==> src/rtl/dds_sweep_sequencer.sv <==
// Frequency command front end for the sine DDS: fixed tones and timed linear sweeps.
// Optional macro SWEEP_LOOP_EN makes a finished sweep restart from its start code.
module dds_sweep_sequencer #(
  parameter int unsigned DWELL_CYCLES = 50000,
  parameter int unsigned DWELL_W      = 24
) (
  input  logic        clk,
  input  logic        rst,
  input  logic        cmd_valid,
  output logic        cmd_ready,
  input  logic [2:0]  cmd_op,
  input  logic [8:0]  cmd_arg,
  output logic        dds_we,
  output logic [17:0] dds_data,
  output logic [8:0]  cur_fo,
  output logic        busy,
  output logic        sweep_done
);

  typedef enum logic [1:0] {S_IDLE, S_DWELL, S_STEP, S_FINISH} state_t;

  localparam logic [2:0] OP_FIXED = 3'd0;
  localparam logic [2:0] OP_START = 3'd1;
  localparam logic [2:0] OP_STOP  = 3'd2;
  localparam logic [2:0] OP_STEP  = 3'd3;
  localparam logic [2:0] OP_RUN   = 3'd4;
  localparam logic [2:0] OP_HALT  = 3'd5;
  localparam logic [DWELL_W-1:0] LAST_CNT = DWELL_W'(DWELL_CYCLES - 1);

  state_t r_state, w_nextState;
  logic               r_cmdValid;
  logic [2:0]         r_cmdOp;
  logic [8:0]         r_cmdArg;
  logic [8:0]         r_curFo, r_start, r_stop, r_step;
  logic [8:0]         r_actStop, r_actStep;
  logic               r_actDown;
  logic [DWELL_W-1:0] r_cnt;
  logic               r_pend, r_ddsWe, r_sweepDone;
  logic [17:0]        r_ddsData;
`ifdef SWEEP_LOOP_EN
  logic [8:0]         r_actStart;
`endif

  logic              w_loadFo, w_clrCnt, w_incCnt, w_done, w_run;
  logic [8:0]        w_nextFo, w_stepFo;
  logic [9:0]        w_upSum;
  logic signed [9:0] w_dnDiff;

  // Piecewise precision correction before scaling the code by 11.
  function automatic logic [17:0] fo2word(input logic [8:0] fo);
    logic [8:0] corr;
    if (fo >= 9'd211)     corr = 9'd2;
    else if (fo >= 9'd71) corr = 9'd1;
    else                  corr = 9'd0;
    return {9'd0, fo - corr} * 18'd11;
  endfunction

  assign cmd_ready  = ~rst;
  assign dds_we     = r_ddsWe;
  assign dds_data   = r_ddsData;
  assign cur_fo     = r_curFo;
  assign busy       = (r_state != S_IDLE);
  assign sweep_done = r_sweepDone;

  always_comb begin
    w_upSum  = {1'b0, r_curFo} + {1'b0, r_actStep};
    w_dnDiff = $signed({1'b0, r_curFo}) - $signed({1'b0, r_actStep});
    if (r_actDown)
      w_stepFo = (w_dnDiff <= $signed({1'b0, r_actStop})) ? r_actStop : w_dnDiff[8:0];
    else
      w_stepFo = (w_upSum >= {1'b0, r_actStop}) ? r_actStop : w_upSum[8:0];
  end

  always_comb begin
    w_nextState = r_state;
    w_loadFo    = 1'b0;
    w_nextFo    = r_curFo;
    w_clrCnt    = 1'b0;
    w_incCnt    = 1'b0;
    w_done      = 1'b0;
    w_run       = 1'b0;
    case (r_state)
      S_DWELL: begin
        if (r_cnt == LAST_CNT) w_nextState = (r_curFo == r_actStop) ? S_FINISH : S_STEP;
        else                   w_incCnt    = 1'b1;
      end
      S_STEP: begin
        w_nextState = S_DWELL;
        w_clrCnt    = 1'b1;
        w_loadFo    = 1'b1;
        w_nextFo    = w_stepFo;
      end
      S_FINISH: begin
        w_done = 1'b1;
`ifdef SWEEP_LOOP_EN
        w_nextState = S_DWELL;
        w_clrCnt    = 1'b1;
        w_loadFo    = 1'b1;
        w_nextFo    = r_actStart;
`else
        w_nextState = S_IDLE;
`endif
      end
      default: ;
    endcase
    // Commands applied this cycle take priority over any sweep event.
    if (r_cmdValid) begin
      case (r_cmdOp)
        OP_FIXED: begin
          w_nextState = S_IDLE;
          w_loadFo    = 1'b1;
          w_nextFo    = r_cmdArg;
          w_done      = 1'b0;
        end
        OP_RUN: begin
          w_nextState = S_DWELL;
          w_loadFo    = 1'b1;
          w_nextFo    = r_start;
          w_clrCnt    = 1'b1;
          w_run       = 1'b1;
          w_done      = 1'b0;
        end
        OP_HALT: begin
          w_nextState = S_IDLE;
          w_loadFo    = 1'b0;
          w_done      = 1'b0;
        end
        default: ;
      endcase
    end
  end

  always_ff @(posedge clk) begin
    if (rst) r_state <= S_IDLE;
    else     r_state <= w_nextState;
  end

  always_ff @(posedge clk) begin
    if (rst) begin
      r_cmdValid  <= 1'b0;
      r_cmdOp     <= 3'd0;
      r_cmdArg    <= 9'd0;
      r_curFo     <= 9'd0;
      r_start     <= 9'd0;
      r_stop      <= 9'd0;
      r_step      <= 9'd1;
      r_actStop   <= 9'd0;
      r_actStep   <= 9'd1;
      r_actDown   <= 1'b0;
      r_cnt       <= '0;
      r_pend      <= 1'b0;
      r_ddsWe     <= 1'b0;
      r_ddsData   <= 18'd0;
      r_sweepDone <= 1'b0;
`ifdef SWEEP_LOOP_EN
      r_actStart  <= 9'd0;
`endif
    end else begin
      r_cmdValid <= cmd_valid;
      r_cmdOp    <= cmd_op;
      r_cmdArg   <= cmd_arg;
      if (r_cmdValid) begin
        case (r_cmdOp)
          OP_START: r_start <= r_cmdArg;
          OP_STOP:  r_stop  <= r_cmdArg;
          OP_STEP:  r_step  <= (r_cmdArg == 9'd0) ? 9'd1 : r_cmdArg;
          default: ;
        endcase
      end
      // Sweep parameters are frozen at launch so later SET_* only affect the next run.
      if (w_run) begin
        r_actStop <= r_stop;
        r_actStep <= r_step;
        r_actDown <= (r_start > r_stop);
`ifdef SWEEP_LOOP_EN
        r_actStart <= r_start;
`endif
      end
      if (w_loadFo) r_curFo <= w_nextFo;
      if (w_clrCnt)      r_cnt <= '0;
      else if (w_incCnt) r_cnt <= r_cnt + 1'b1;
      r_pend <= w_loadFo;
      if (r_pend) r_ddsData <= fo2word(r_curFo);
      r_ddsWe     <= r_pend;
      r_sweepDone <= w_done;
    end
  end

endmodule

==> config.mk <==
export PLATFORM = sky130hd
export DESIGN_NAME = dds_sweep_sequencer
export DESIGN_NICKNAME = d
export VERILOG_FILES = /design/src/rtl/dds_sweep_sequencer.sv
export SDC_FILE = /design/constraint.sdc
export NUM_CORES = 1
export LEC_CHECK = 0
export BUFFER_PORTS_ARGS = -buffer_cell sky130_fd_sc_hd__clkbuf_2
export CAP_MARGIN = 5
export CORE_ASPECT_RATIO = 0.9
export CORE_MARGIN = 5
export CORE_UTILIZATION = 56
export DETAILED_ROUTE_END_ITERATION = 12
export PLACE_DENSITY = 0.79
export SKIP_LAST_GASP = 1
export SYNTH_ARGS = -nofsm -noshare
export SYNTH_HDL_FRONTEND = slang
export SYNTH_SLANG_ARGS = --single-unit
==> constraint.sdc <==
create_clock -name clk -period 4.6 [get_ports clk]
set_input_delay 0.46 -clock clk [delete_from_list [all_inputs] [get_ports clk]]
set_output_delay 0.46 -clock clk [all_outputs]
set_load 0.01 [all_outputs]
==> results of run 1 <==
worst min-delay path by stage:
stage / startpoint / to
final: cmd_arg[1] / r_cmdArg[1]$_SDFF_PP0_
after global routing: cmd_arg[3] / r_cmdArg[3]$_SDFF_PP0_
after CTS: cmd_arg[1] / r_cmdArg[1]$_SDFF_PP0_
after detailed placement: r_step[5]$_SDFFE_PP0P_ / r_actStep[5]$_SDFFE_PP0P_
after global placement: r_step[5]$_SDFFE_PP0P_ / r_actStep[5]$_SDFFE_PP0P_
after floorplan: r_step[2]$_SDFFE_PP0P_ / r_actStep[2]$_SDFFE_PP0P_
state kept, by name (all words and copies together), names as in the netlist:
name	flops
r_actDown	1
r_actStop	9
r_start	9
r_cmdOp	3
r_step	9
r_state	2
r_cmdArg	9
dds_data	13
r_cnt	24
r_stop	9
sweep_done	1
r_actStep	9
r_pend	1
r_cmdValid	1
dds_we	1
cur_fo	9
power groups by stage:
stage                     clock (W)  combinational [W]  sequential (W)
after floorplan                   0           0.000880         0.00103
after CTS                  0.000798            0.00115         0.00101
final                      0.000784            0.00130         0.00101
after detailed placement          0            0.00113         0.00103
after global routing       0.000829            0.00147         0.00102
after global placement            0            0.00111         0.00103
area by class of cell:
| type | count | area [sq um] | area share (%) |
|---|---|---|---|
| Sequential cell | 110 | 2200 | 28.0 |
| Inverter | 69 | 259 | 3.29 |
| Tap cell | 164 | 205 | 2.61 |
| Multi-Input combinational cell | 655 | 4540 | 57.7 |
| Clock buffer | 10 | 239 | 3.04 |
| Clock inverter | 6 | 61.3 | 0.779 |
| Timing Repair Buffer | 61 | 358 | 4.55 |
cells in the mapped netlist, types with 10 or more instances:
cell type,count,area (sq um)
o21ai_0,30,150
mux2i_1,15,150
nor3_1,10,50.1
clkbuf_1,24,90.1
dfxtp_1,110,2200
a21oi_1,70,350
nand3_1,17,85.1
xnor2_1,38,333
xor2_1,21,184
nor2_1,69,259
or3_1,10,62.6
nand2_1,128,480
nor2b_1,26,163
inv_1,67,251
ha_1,68,851
through the flow:
stage	hold WS, ns	TNS (ns)	instance area, sq um	total power [W]
6_report	0.302	0	7870	0.00310
5_1_grt	0.306	-0.0882	7870	0.00331
4_1_cts	0.295	0	7740	0.00296
3_5_place_dp	0.445	0	7440	0.00216
3_3_place_gp	0.442	0	7440	0.00214
2_1_floorplan	0.432	0	7110	0.00191
critical path, delay by kind of cell, from the launching register on:
| family | cells | cell delay [ns] |
|---|---|---|
| compound gates | 7 | 1.24 |
| simple gates | 3 | 0.26 |
| mux | 1 | 0.21 |
| fa+ha+maj | 5 | 1.83 |
| buf+inv | 4 | 0.31 |
| flops | 1 | 0.33 |
metal layers:
layer	global-route usage, %	vias up	routed length, microns
met2	36.0	188	7750
met5	0	-	0
met4	6.30	0	238
met1	30.8	2878	7800
met3	4.02	21	1040
li1	-	3044	-
cells by family (layout without fill, tap and decap cells):
kind of cell	after synthesis	count (layout)	synth area share (%)
compound gates	180	180	16.2
fa+ha+maj	77	77	14.5
simple gates	312	312	20.7
other cells	1	5	0.0529
xor+xnor	60	60	7.52
mux	21	21	3.28
buf+inv	110	146	6.63
flops	110	110	31.1
timing repair:
item,in CTS,in global routing
hold buffers,0,0
setup buffers,0,2
setup endpoints to repair,0,6
resized for setup,0,20
==> flow_summary_export.csv, run 1 <==
group,metric,value,unit
floorplan,die_h,117,microns
critical_path,cp.arrival,4.55,ns
global_routing,grt_max_degree,85,
global_routing,grt_util_all_layers,22.3,%
critical_path,required,4.80,ns
critical_path,worstPathCellList,"buf_4, and3_1, o41ai_1, mux2_2, nor2_2, ha_1, inv_1, fa_2, ha_1, inv_1, fa_1, inv_1, ha_1, a21o_1, a21oi_2, nor2b_1, o21a_1, o211a_1, o22ai_1, a311oi_1",
logic_synthesis,ys_types,72,
sta,min_period,4.34,ns
cells_and_area,fillers,1087,
status,outcome,"finished clean",
sta,slew_viol_final,0,
worst_hold_path,whs_path_depth,2,
route,wl_per_cell,15.7,microns
cts,cts_tree,"done",
pwr,p_sw,0.00113,W
route,drtIter0Drc,468,
logic_synthesis,yosysWarnings,0,
route,vias_per_cell,5.70,
critical_path,critPathCaptureType,"register",
route,drc,0,
sta,fin_crit_sh,94.4,%
pwr,clock_power_share,25.3,%
sta,fin_worst_skew,0.00746,ns
logic_synthesis,synth.avg_cell_area,8.14,sq um
logic_synthesis,yosysSeqAreaShare,31.1,%
global_routing,first_global_vias,5582,
critical_path,critPathKind,"reg2reg",
sta,timing.fmax,230,MHz
cells_and_area,mostFrequentLayoutCells,"nand2_1, dfxtp_1, nor2_1, a21oi_1, inv_1",
cells_and_area,final_nets,998,
cts,clk_latency,0.36,ns
floorplan,die_area,15000,sq um
floorplan,die_x,129,microns
critical_path,cp-endpoint,"dds_data[12]$_SDFFE_PP0P_",
placed_design,dpl.hpwl,12.6,mm
cts,clkSlewWorstSetupHoldPaths,0.08,ns
sta,worst_slew_pin_slew,0.901,ns
route,antenna_left,0,
floorplan,std_cell_rows,39,
global_routing,grt.overflow.total,0,
cells_and_area,final_common_cell,"nand2_1",
pwr,p_comb_share,42.1,%
global_routing,grt_pass1_wl,27.1,mm
logic_synthesis,async_reset_ff_share,0,%
cells_and_area,diodes,0,
critical_path,max_stage_delay,0.53,ns
pwr,ir_drop,0.395,mV
pwr,p_leak,3.16,nW
global_routing,antenna_found_initial,0,
cts,cts_buffer_depth,2,
floorplan,core_area,12500,sq um
worst_hold_path,hp-class,"in2reg",
sta,fin_ws,0.256,ns
cells_and_area,drive_gt1_share,12.3,%
logic_synthesis,synth-edff-count,0,
cells_and_area,final_cell_count_no_fill,1075,
cts,h-tree-depth,3,
logic_synthesis,synth.cell_area,7090,sq um
critical_path,r2r-start,"cur_fo[1]$_SDFFE_PP0P_",
pwr,p_int,0.00197,W
route,routed_wl,16.8,mm
critical_path,cp_slowest_cell,"fa_1",
cells_and_area,post-route-util,62.7,%
pwr,seqPwrFrac,32.6,%
logic_synthesis,ys.flop_type,"dfxtp_1",
logic_synthesis,ys_ff_latch,110,
critical_path,cp_max_fo,3,
sta,final-hold-violation-count,0,
cts,clock_tree.root_cell,"clkbuf_16",
sta,timing.slew.headroom,39.7,%
placed_design,dpl.cell_count,1057,
sta,setup_viol,0,
cts,cts.sinks,110,
pwr,p_per_area,394,nW/um^2
pwr,switching_share,36.3,%
cts,numCtsBuffers,9,
cells_and_area,syn_to_final_growth,10.9,%
logic_synthesis,syn_inst,871,
critical_path,startpoint_type,"register",
critical_path,critPathLaunch,"cur_fo[1]$_SDFFE_PP0P_",
run,maxCapViolCount,0,
route,dr_total_vias,6131,
critical_path,r2r_end,"dds_data[12]$_SDFFE_PP0P_",
critical_path,rr_worst_depth,20,
placed_design,post-place-ws,0.0867,ns
critical_path,rrSetupSlack,0.26,ns
placed_design,port-buffer-count,40,
placed_design,place.gp.congestion,0.895,
floorplan,io_pins,46,
route,firstDrtPassIters,6,
floorplan,start_util,56.5,%
(Power assumes the default switching activity.)
==> run 2, diff against run 1 <==
Settings changed: SETUP_SLACK_MARGIN set to 0.3.
==> run 2 against run 1 <==
  * Sequential share of layout area shrank 0.61 points
  * Largest power group unchanged
  * Design area increased by 2.9%
  * Largest cell class unchanged
  * Via count increased by 1.5%
  * Highest routed layer unchanged
  * Clock power rose by 2%
  * Sequential power is essentially flat
  * Critical path depth rose by 1
  * Combinational power grew 22%
  * Total power rose by 9.4%
  * Clock skew rose by 0.0043 ns
==> flow_summary_export.csv, run 2 (same netlist as run 1, synthesis figures left out) <==
group,metric,value,unit
status,outcome,"finished clean",
sta,setup_viol,0,
floorplan,start_util,56.5,%
route,drc,0,
pwr,p_comb_share,46.5,%
sta,fin_crit_sh,96.5,%
sta,grt_setup_unrepaired,"true",
route,drtIter0Drc,521,
critical_path,cp_max_fo,4,
sta,slew_viol_final,0,
route,routed_wl,17.7,mm
route,wl_per_cell,16.4,microns
sta,worst_slew_pin_slew,0.941,ns
sta,timing.fmax,225,MHz
cells_and_area,mostFrequentLayoutCells,"nand2_1, dfxtp_1, nor2_1, a21oi_1, inv_1",
worst_hold_path,hold_start,"cmd_op[0]",
critical_path,worstPathCellList,"nor2_4, o21ai_2, a21oi_2, nor2b_1, mux2_4, nor2_4, ha_4, inv_2, fa_2, nor3_4, nand2_2, or3_4, xnor2_4, inv_2, fa_1, inv_2, ha_4, or3_4, o21ai_2, xor2_1, a211oi_1",
pwr,ir_drop,0.383,mV
cells_and_area,diodes,0,
pwr,seqPwrFrac,29.9,%
route,vias_per_cell,5.76,
cts,numCtsBuffers,9,
critical_path,cp_slowest_cell,"fa_1",
cts,cts_tree,"done",
cts,cts_buffer_depth,2,
pwr,p_int,0.00215,W
critical_path,startpoint_type,"register",
cells_and_area,post-route-util,64.5,%
placed_design,dpl.cell_count,1052,
sta,fin_worst_skew,0.0118,ns
cts,cts.sinks,110,
critical_path,cp.arrival,4.65,ns
critical_path,crit_buf_inv,3,
pwr,clock_power_share,23.5,%
cells_and_area,largest_reg_flops,24,
floorplan,std_cell_rows,39,
cts,clkSlewWorstSetupHoldPaths,0.07,ns
cts,h-tree-depth,3,
critical_path,crit_family,"simple AND/OR/NAND/NOR gates",
global_routing,grt.overflow.total,0,
cells_and_area,final_common_cell,"nand2_1",
sta,final-hold-violation-count,0,
floorplan,io_pins,46,
worst_hold_path,hold_path_end,"r_cmdOp[0]$_SDFF_PP0_",
worst_hold_path,hp-class,"in2reg",
global_routing,grt_pass1_wl,28.1,mm
cells_and_area,syn_to_final_growth,14.1,%
global_routing,antenna_found_initial,0,
critical_path,critPathCaptureType,"register",
pwr,switching_share,36.5,%
critical_path,rrSetupSlack,0.16,ns
cells_and_area,final_nets,1004,
critical_path,required,4.81,ns
route,dr_total_vias,6226,
floorplan,die_h,117,microns
sta,min_period,4.44,ns
sta,timing.slew.headroom,37.1,%
cts,clk_latency,0.36,ns
cts,cts_hold_buf,0,
run,maxCapViolCount,0,
cells_and_area,largest_register,"r_cnt",
worst_hold_path,whs_path_depth,2,
critical_path,path_common_cell,"inv_2",
cts,clock_tree.root_cell,"clkbuf_16",
critical_path,max_stage_delay,0.51,ns
critical_path,r2r-start,"cur_fo[2]$_SDFFE_PP0P_",
pwr,p_per_area,419,nW/um^2
placed_design,dpl.hpwl,12.9,mm
pwr,p_leak,3.23,nW
placed_design,place.gp.congestion,0.975,
global_routing,first_global_vias,5773,
placed_design,port-buffer-count,40,
global_routing,grt_util_all_layers,23.2,%
floorplan,die_x,129,microns
cells_and_area,final_cell_count_no_fill,1081,
critical_path,path_depth,21,
global_routing,grt_max_degree,85,
pwr,p_sw,0.00124,W
floorplan,die_area,15000,sq um
floorplan,core_area,12500,sq um
route,antenna_left,0,
critical_path,critPathKind,"reg2reg",
critical_path,r2r_end,"dds_data[10]$_SDFFE_PP0P_",
critical_path,critPathLaunch,"cur_fo[2]$_SDFFE_PP0P_",
cells_and_area,drive_gt1_share,16.2,%
route,firstDrtPassIters,5,
critical_path,rr_worst_depth,21,
## run 2: layout make-up
cell class,count,area (sq um)
clock buffers,9,225
inverters,69,259
repair buffers,67,407
flip-flops and latches,110,2220
clock inverters,7,78.8
well taps,164,205
multi-input cells,655,4700
fillers,1056,4450
## run 2: repair_timing
| action | in CTS | in global routing |
|---|---|---|
| endpoints found under the setup margin | 5 | 12 |
| pin swaps | 21 | 19 |
| buffers inserted | 6 | 7 |
| gates resized for setup | 24 | 26 |
## run 2: worst max path at each step
stage,endpoint
4_1_cts,dds_data[11]$_SDFFE_PP0P_
2_1_floorplan,dds_data[12]$_SDFFE_PP0P_
3_3_place_gp,dds_data[12]$_SDFFE_PP0P_
6_report,dds_data[10]$_SDFFE_PP0P_
5_1_grt,dds_data[10]$_SDFFE_PP0P_
3_5_place_dp,dds_data[12]$_SDFFE_PP0P_
## run 2: worst reg2reg max path, cell delays in order, from the launching register on
cell and delay, ns:
dfxtp_4 0.37, nor2_4 0.10, o21ai_2 0.07, a21oi_2 0.12
nor2b_1 0.07, mux2_4 0.27, nor2_4 0.14, ha_4 0.14
inv_2 0.03, fa_2 0.38, nor3_4 0.28, nand2_2 0.12
or3_4 0.37, xnor2_4 0.20, inv_2 0.07, fa_1 0.51
inv_2 0.05, ha_4 0.17, or3_4 0.39, o21ai_2 0.17
xor2_1 0.18, a211oi_1 0.09
## run 2: metal layers
layer,global-route usage [%],routed length [microns],up-vias
li1,-,-,3062
met1,31.3,8140,2917
met2,37.1,8130,210
met4,6.79,360,0
met3,5.53,1120,37
met5,0,0,-
## run 2: stage by stage
step / worst slack, ns / total power, W / hold slack (ns) / cell area (sq um) / setup TNS (ns)
after floorplan: 0.204 / 0.00194 / 0.432 / 7170 / 0
after global placement: 0.190 / 0.00216 / 0.442 / 7460 / 0
after detailed placement: 0.0446 / 0.00219 / 0.445 / 7460 / 0
after CTS: 0.274 / 0.00315 / 0.298 / 7910 / 0
after global routing: -0.0436 / 0.00360 / 0.297 / 8090 / -0.0563
final: 0.160 / 0.00339 / 0.308 / 8090 / 0
## run 2: power groups by stage
stage / clock (W) / combinational (W) / sequential [W]
after detailed placement: 0 / 0.00116 / 0.00103
after CTS: 0.000813 / 0.00133 / 0.00101
after global placement: 0 / 0.00113 / 0.00103
final: 0.000798 / 0.00158 / 0.00101
after global routing: 0.000849 / 0.00174 / 0.00102
after floorplan: 0 / 0.000912 / 0.00103
